--- config.mk ---
export PLATFORM = sky130hd
export DESIGN_NAME = wave_display
export DESIGN_NICKNAME = d
export VERILOG_FILES = /design/src/rtl/wave_display_pkg.sv /design/src/rtl/wave_display_trace_hit.sv /design/src/rtl/wave_display.sv
export SDC_FILE = /design/constraint.sdc
export NUM_CORES = 1
export LEC_CHECK = 0
export ABC_AREA = 1
export BUFFER_PORTS_ARGS = -buffer_cell sky130_fd_sc_hd__buf_4
export CAP_MARGIN = 20
export CORE_MARGIN = 1
export CORE_UTILIZATION = 55
export DETAILED_ROUTE_END_ITERATION = 7
export GPL_ROUTABILITY_DRIVEN = 0
export MAX_ROUTING_LAYER = met4
export PLACE_DENSITY = 0.95
export SLEW_MARGIN = 20
export SYNTH_ARGS = -nofsm -noshare
export SYNTH_HDL_FRONTEND = slang
export SYNTH_SLANG_ARGS = --single-unit
--- constraint.sdc ---
create_clock -name clk -period 4.45 [get_ports clk]
set_clock_uncertainty 0.15 [all_clocks]
set_input_delay 0.6675 -clock clk [delete_from_list [all_inputs] [get_ports clk]]
set_output_delay 0.6675 -clock clk [all_outputs]
set_load 0.01 [all_outputs]
--- src/rtl/wave_display_pkg.sv ---
// Shared constants for the sample-RAM display path: RAM geometry, trace window
// defaults and FSM state encodings.
package wave_display_pkg;

  localparam int ADDR_W   = 9;
  localparam int SAMPLE_W = 8;
  localparam int WIN_WIDTH = 512;

  localparam int          X_START_DEFAULT  = 256;
  localparam int          Y_HEIGHT_DEFAULT = 512;
  localparam logic [23:0] FG_RGB_DEFAULT   = 24'hFFFFFF;
  localparam logic [23:0] BG_RGB_DEFAULT   = 24'h000000;

  localparam logic [0:0] ST_IDLE = 1'b0;
  localparam logic [0:0] ST_DRAW = 1'b1;

  // Screen rows grow downward, so invert to draw larger samples higher up.
  function automatic logic [SAMPLE_W-1:0] row_level(input logic [SAMPLE_W-1:0] y_half);
    return ~y_half;
  endfunction

endpackage

--- src/rtl/wave_display_trace_hit.sv ---
// Lights a row when it lies between the previous and current sample, giving a
// connected trace; equal samples light exactly one row.
module trace_hit
  import wave_display_pkg::*;
(
  input  logic [SAMPLE_W-1:0] prev,
  input  logic [SAMPLE_W-1:0] cur,
  input  logic [SAMPLE_W-1:0] row,
  output logic                lit
);

  logic [SAMPLE_W-1:0] lo;
  logic [SAMPLE_W-1:0] hi;

  always_comb begin
    lo  = (prev < cur) ? prev : cur;
    hi  = (prev < cur) ? cur  : prev;
    lit = (row >= lo) && (row <= hi);
  end

endmodule

--- src/rtl/wave_display.sv ---
// Two-stage pixel pipeline that reads the released half of the sample RAM in
// step with the VGA scan and draws the waveform as a connected line.
module wave_display
  import wave_display_pkg::*;
#(
  parameter int          X_START  = X_START_DEFAULT,
  parameter int          Y_HEIGHT = Y_HEIGHT_DEFAULT,
  parameter logic [23:0] FG_RGB   = FG_RGB_DEFAULT,
  parameter logic [23:0] BG_RGB   = BG_RGB_DEFAULT
) (
  input  logic                clk,
  input  logic                reset,
  input  logic [10:0]         x,
  input  logic [9:0]          y,
  input  logic                valid,
  input  logic                read_index,
  input  logic [SAMPLE_W-1:0] read_value,
  output logic [ADDR_W-1:0]   read_address,
  output logic                valid_pixel,
  output logic [7:0]          r,
  output logic [7:0]          g,
  output logic [7:0]          b,
  output logic                wave_display_idle
);

  logic [0:0] state_reg, state_next;
  logic       locked_index_reg, locked_index_next;

  logic [10:0] x_rel;
  logic        in_rows;
  logic        in_win;

  logic [ADDR_W-1:0]   read_address_reg;
  logic                in_win_d_reg;
  logic                x_odd_d_reg;
  logic                first_col_d_reg;
  logic [SAMPLE_W-1:0] y_half_d_reg;

  logic [SAMPLE_W-1:0] prev_reg;
  logic [SAMPLE_W-1:0] prev_sel;
  logic                lit;
  logic                valid_pixel_reg;
  logic [23:0]         rgb_reg;

  assign x_rel   = x - 11'(X_START);
  assign in_rows = 32'(y) < Y_HEIGHT;
  assign in_win  = valid && in_rows && (x_rel < 11'(WIN_WIDTH));

  // The RAM half is frozen for the whole window so capture cannot swap under us.
  always_comb begin
    state_next        = state_reg;
    locked_index_next = locked_index_reg;
    case (state_reg)
      ST_IDLE: begin
        if (valid && in_rows) begin
          state_next        = ST_DRAW;
          locked_index_next = read_index;
        end
      end
      ST_DRAW: begin
        if (valid && !in_rows) begin
          state_next = ST_IDLE;
        end
      end
      default: state_next = ST_IDLE;
    endcase
  end

  always_ff @(posedge clk) begin
    if (reset) begin
      state_reg        <= ST_IDLE;
      locked_index_reg <= 1'b0;
    end else begin
      state_reg        <= state_next;
      locked_index_reg <= locked_index_next;
    end
  end

  // Stage 1: address the sample (two columns per sample) and delay coordinates.
  always_ff @(posedge clk) begin
    if (reset) begin
      read_address_reg <= '0;
      in_win_d_reg     <= 1'b0;
      x_odd_d_reg      <= 1'b0;
      first_col_d_reg  <= 1'b0;
      y_half_d_reg     <= '0;
    end else begin
      read_address_reg <= {locked_index_next, x_rel[8:1]};
      in_win_d_reg     <= in_win;
      x_odd_d_reg      <= x_rel[0];
      first_col_d_reg  <= in_win && (x_rel == 11'd0);
      y_half_d_reg     <= y[8:1];
    end
  end

  // On the window's first column, connect the sample to itself rather than to
  // whatever ended the previous row.
  assign prev_sel = first_col_d_reg ? read_value : prev_reg;

  trace_hit u_trace_hit (
    .prev (prev_sel),
    .cur  (read_value),
    .row  (row_level(y_half_d_reg)),
    .lit  (lit)
  );

  // Stage 2: colour the pixel and advance prev on a sample's last column.
  always_ff @(posedge clk) begin
    if (reset) begin
      prev_reg        <= '0;
      valid_pixel_reg <= 1'b0;
      rgb_reg         <= '0;
    end else begin
      valid_pixel_reg <= in_win_d_reg;
      if (in_win_d_reg) begin
        rgb_reg <= lit ? FG_RGB : BG_RGB;
      end else begin
        rgb_reg <= '0;
      end
      if (in_win_d_reg && (x_odd_d_reg || first_col_d_reg)) begin
        prev_reg <= read_value;
      end
    end
  end

  assign read_address      = read_address_reg;
  assign valid_pixel       = valid_pixel_reg;
  assign r                 = rgb_reg[23:16];
  assign g                 = rgb_reg[15:8];
  assign b                 = rgb_reg[7:0];
  assign wave_display_idle = (state_reg == ST_IDLE);

endmodule

# Word level (Yosys, flattened, before mapping)

Index checks and enable logic that the tools add are counted.

Bits in registers: 55
Input port bits: 33
Output and inout bits: 35

Add/sub/neg operators: 1
Order comparisons: 5
Mux-type cells: 9
Bitwise logic cells: 3
Reduce and logical (&&, ||, !) cells: 10

Operators with widths:

| cell                                                          | count |
|---|---|
| 2-to-1 mux 24 bit                                             | 1 |
| 2-to-1 mux 8 bit                                              | 3 |
| logical NOT 11 bit                                            | 1 |
| less-than comparator 11 x 10 -> 1 bit (second input constant) | 1 |
| subtractor 11 x 9 -> 11 bit (second input constant)           | 1 |
| less-than comparator 10 bit (second input constant)           | 1 |
| greater-or-equal comparator 8 bit                             | 1 |
| <= comparator 8 bit                                           | 1 |
| less-than comparator 8 bit                                    | 1 |
| inverter 8 bit                                                | 1 |
| logical AND 1 bit                                             | 6 |
| 2-to-1 mux 1 bit                                              | 4 |
| inverter 1 bit                                                | 2 |
| case mux 1 bit (2 select lines)                               | 1 |
| OR reduction 2 bit                                            | 1 |
| logical NOT 1 bit                                             | 1 |
| logical OR 1 bit                                              | 1 |

# Depth between registers and ports, before layout

Word-level depth: 6
Mapped depth: 24
Mapped depth without buffers: 23

# Hierarchy

Synthesis repeated with hierarchy kept, for this count alone.

Cell total of the unflattened synthesis: 336
Area total of the unflattened synthesis: 2,230.9 um2

By module, submodules not included:

| module       | times used | cells each | area each (um2) |
|---|---|---|---|
| wave_display | 1          | 193        | 1,402.6 |
| trace_hit    | 1          | 143        | 828.3 |

# Worst setup path after synthesis

No wires, ideal clock.

Path kind: input-to-reg
Start: input read_value[7]
End: register rgb_reg[22]
Setup time: 0.112 ns
Arrival time: 2.725 ns
Data required time: 4.188 ns
Setup slack: 1.463 ns
Stages: 21
Buffers on the path: 2
Path through: inv_1 > nand2_1 > o21ai_0 > inv_1 > ha_1 > a21oi_1 > o21a_1 > buf_2 > nand2_4 > buf_6 > nand2_1 > nand2_1 > ha_1 > inv_1 > nor2_1 > o21ai_0 > nand2_1 > nand2_1 > nand3_1 > nand2_1 > nor2_1

Longest elaborated chain between the ends: 6

Ends and longest elaborated chain:

| element                                                                         | line                                                       | RTL |
|---|---|---|
| start: declaration                                                              | wave_display.sv:17                                         | `input logic [SAMPLE_W-1:0] read_value,` |
| 2-to-1 mux 8 bit                                                                | wave_display.sv:98                                         | `assign prev_sel = first_col_d_reg ? read_value : prev_reg;` |
| less-than comparator 8 bit                                                      | wave_display_trace_hit.sv:16, wave_display_trace_hit.sv:17 |  |
| 2-to-1 mux 8 bit, on equally long branches                                      | wave_display_trace_hit.sv:16, wave_display_trace_hit.sv:17 |  |
| greater-or-equal comparator 8 bit / <= comparator 8 bit (equally long branches) | wave_display_trace_hit.sv:18                               | `lit = (row >= lo) && (row <= hi);` |
| logical AND 1 bit *                                                             | wave_display_trace_hit.sv:18                               |  |
| 2-to-1 mux 24 bit *                                                             | wave_display.sv:116                                        | `rgb_reg <= lit ? FG_RGB : BG_RGB;` |
| end signal: assignment                                                          | wave_display.sv:116                                        |  |
| end: declaration                                                                | wave_display.sv:43                                         | `logic [23:0] rgb_reg;` |

Every way passes the cells marked *; elsewhere a longest branch is shown, timed or not.
A chain may end at the register's enable or synchronous reset.

# Final worst setup path

Start: register first_col_d_reg
End: register rgb_reg[22]

Longest elaborated chain between the ends: 6

Ends and longest elaborated chain:

| element                                                                         | line                                                       | RTL |
|---|---|---|
| start: declaration                                                              | wave_display.sv:36                                         | `logic first_col_d_reg;` |
| start signal: assignment                                                        | wave_display.sv:91                                         | `first_col_d_reg <= in_win && (x_rel == 11'd0);` |
| 2-to-1 mux 8 bit *                                                              | wave_display.sv:98                                         |  |
| less-than comparator 8 bit                                                      | wave_display_trace_hit.sv:16, wave_display_trace_hit.sv:17 |  |
| 2-to-1 mux 8 bit, on equally long branches                                      | wave_display_trace_hit.sv:16, wave_display_trace_hit.sv:17 |  |
| greater-or-equal comparator 8 bit / <= comparator 8 bit (equally long branches) | wave_display_trace_hit.sv:18                               |  |
| logical AND 1 bit *                                                             | wave_display_trace_hit.sv:18                               |  |
| 2-to-1 mux 24 bit *                                                             | wave_display.sv:116                                        |  |

Marks and branches as above.

==> impl_metrics.tcl <==
set metrics [dict create \
    dr.pass1.iters 4 \
    synth_seq_cells 31 \
    fin_crit_sh_pct 78.2 \
    drive_gt1_share_pct 22.5 \
    synth_edf_count 0 \
    synthDistinctLibCells 20 \
    core_mm2 0.00347 \
    synth.avg_cell_area_um2 6.91 \
    synth_nets 359 \
    status "finished clean" \
    grt_pass1_wl_mm 7.16 \
    yosys.area_share.adder_pct 15.0 \
    synth_mux_area_share_pct 0 \
    cts_resized 0 \
    hold_viol_final 0 \
    setup_viol 0 \
    grtUsageTotal_pct 22.7 \
    finalNonFillerCells 388 \
    yosysTopAreaCell "dfxtp_1" \
    power-per-cell-area_mw_per_mm2 255 \
    postCtsSetupBuffers 0 \
    hpwl_mm 3.22 \
    yosysMostFrequentCell "nand2_1" \
    drt_iter0_drc 88 \
    leakage_nw 1.47 \
    synthSimpleGateAreaFrac_pct 23.9 \
    diodes 0 \
    slew_viol_final 0 \
    tightest_slew_ps 660 \
    clock.fmax_ghz 0.287 \
    seq_area_frac_synth_pct 29.8 \
    clockBufferDepth 2 \
    drt-wirelength-per-cell_um 10.4 \
    start_util_pct 60.0 \
    netlist_area_mm2 0.00208 \
    cts_tree "built" \
    die_w_um 63.5 \
    die_area_mm2 0.00403 \
    clk_latency_ps 280 \
    critPathCaptureType "flop" \
    drc 0 \
    hold_path_class "flop to flop" \
    yosys_warnings 0 \
    synth_compound_area_share_pct 10.2 \
    path_max_fanout 17 \
    syn2layout_area_growth_pct 20.5 \
    multi_input_area_mm2 0.00103 \
    grt_start_max_net_pins 25 \
    antenna_found_initial 0 \
    synth_cells 301 \
    ys_top_cells_by_area "dfxtp_1 (30%), ha_1 (15%), nand2_1 (12%)" \
    relSlewSlack_pct 56.0 \
    clk_pin_slew_worst_paths_ps 60 \
    cts-root-buf "clkbuf_8" \
    die_h_um 63.5 \
    cap_violations 0 \
    synth_top_family_by_area "simple AND/OR/NAND/NOR gates" \
    ctsHoldBuffers 0 \
    cts_sinks 31 \
    synth_xor_area_share_pct 0.421 \
    yosysTopAreaCellShare_pct 29.8 \
    rows 21 \
    async_flop_share_pct 0 \
    ys.flop_type "dfxtp_1" \
    cts_buffers 5 \
    synth_common_cells "nand2_1 (65), inv_1 (53), dfxtp_1 (31)" \
    grt_setup_unrepaired "false" \
    rrSetupSlack_ps 970 \
    area.sequential_um2 621 \
    final_nets 399 \
    vdd_drop_max_v 0.000340 \
    worst_ep_arrival_time_ps 3510 \
    post-place-cells 380 \
    fill_cells 286 \
    required_ps 4480 \
    htree_levels 2 \
    grt-ovfl-total 0 \
    ios 68 \
    io_buffers 66 \
    vias_per_cell 4.81 \
    cp-start-kind "flop" \
    antenna_left 0 \
    routed-via-count 1866 \
    min_period_ps 3480 \
    grt_pass1_vias 1739 \
    finalSetupTns_ps 0 \
    path_class "flop to flop" \
    drt-total-wl_mm 4.05 \
]
[stage by stage]
stage | total power (W) | hold slack, ps | area [um^2] | utilization (%) | setup slack, ps
final | 0.000641 | 321 | 2510 | 72.3 | 971
after global routing | 0.000678 | 350 | 2510 | 72.3 | 581
after CTS | 0.000646 | 327 | 2510 | 72.3 | 1000
after detailed placement | 0.000403 | 310 | 2400 | 69.3 | 772
after global placement | 0.000397 | 300 | 2400 | 69.3 | 870
after floorplan | 0.000360 | 276 | 2080 | - | 1460
[final cells by class]
| class | count | share of cell area (%) |
|---|---|---|
| sequential | 31 | 24.8 |
| inverter | 53 | 7.93 |
| clock inverter | 1 | 0.299 |
| clock buffer | 7 | 3.84 |
| tap | 46 | 2.30 |
| timing repair buffer | 66 | 19.8 |
| multi-input combinational | 184 | 41.1 |
[metal layers]
metal  GRT usage, %  part of all wire, %  vias to the layer above
met4           6.82                  1.4                        0
met5              -                    0                        -
met2           38.8                   50                       54
met3           4.35                  4.2                        5
li1               -                    -                      994
met1           26.7                   44                      813
[cell families (layout without fill, tap and decap cells)]
logic type | count (synthesis) | after routing
AO/OA/AOI/OAI | 40 | 40
flip-flops | 31 | 31
adder cells (fa/ha/maj) | 25 | 25
XOR/XNOR | 1 | 1
AND/OR/NAND/NOR | 118 | 118
buffers and inverters | 86 | 127
[layout by cell type, fill, tap and decap left out]
| cell | synthesis | final |
|---|---|---|
| buf_4 | 25 | 66 |
| nand2_1 | 65 | 65 |
| inv_1 | 53 | 53 |
| dfxtp_1 | 31 | 31 |
| nor2_1 | 26 | 26 |
| ha_1 | 25 | 25 |
| nand3_1 | 19 | 19 |
| a21oi_1 | 18 | 18 |
| o21ai_0 | 17 | 17 |
| clkbuf_8 | 0 | 7 |
| o21a_1 | 4 | 4 |
| nand4_1 | 4 | 4 |
| nand2_4 | 2 | 2 |
| nand2_2 | 1 | 1 |
| o21bai_1 | 1 | 1 |
| xnor2_1 | 1 | 1 |
| nor4_1 | 1 | 1 |
| clkinvlp_4 | 0 | 1 |
[power breakdown]
part           internal, W  leakage (nW)  switching (W)
clock             0.000140        0.0505       0.000103
sequential        0.000288         0.255     0.00000356
combinational    0.0000513          1.17      0.0000547
total             0.000479          1.47       0.000161
[worst paths after layout]
kind / depth (start not counted) / endpoint / start
setup / recovery: 19 / rgb_reg[22]$_SDFF_PP0_ / first_col_d_reg$_SDFF_PP0_
hold / removal: 2 / valid_pixel$_SDFF_PP0_ / in_win_d_reg$_SDFF_PP0_
setup reg to reg: 19 / rgb_reg[22]$_SDFF_PP0_ / first_col_d_reg$_SDFF_PP0_
hold reg to reg: 2 / valid_pixel$_SDFF_PP0_ / in_win_d_reg$_SDFF_PP0_
[critical path: stages, from the launching register on]
cell	delay (ps)
dfxtp_1	610
nand2_1	90
o21ai_0	160
inv_1	90
ha_1	310
a21oi_1	160
o21a_1	520
nand2_4	220
nand2_1	100
nand2_1	70
ha_1	290
inv_1	40
o21bai_1	150
nand2_1	70
nand2_1	70
nand2_1	50
nand2_1	50
nand2_1	50
nand2_1	80
nor2_1	40
Note: power is estimated with default switching activity, not from simulation.
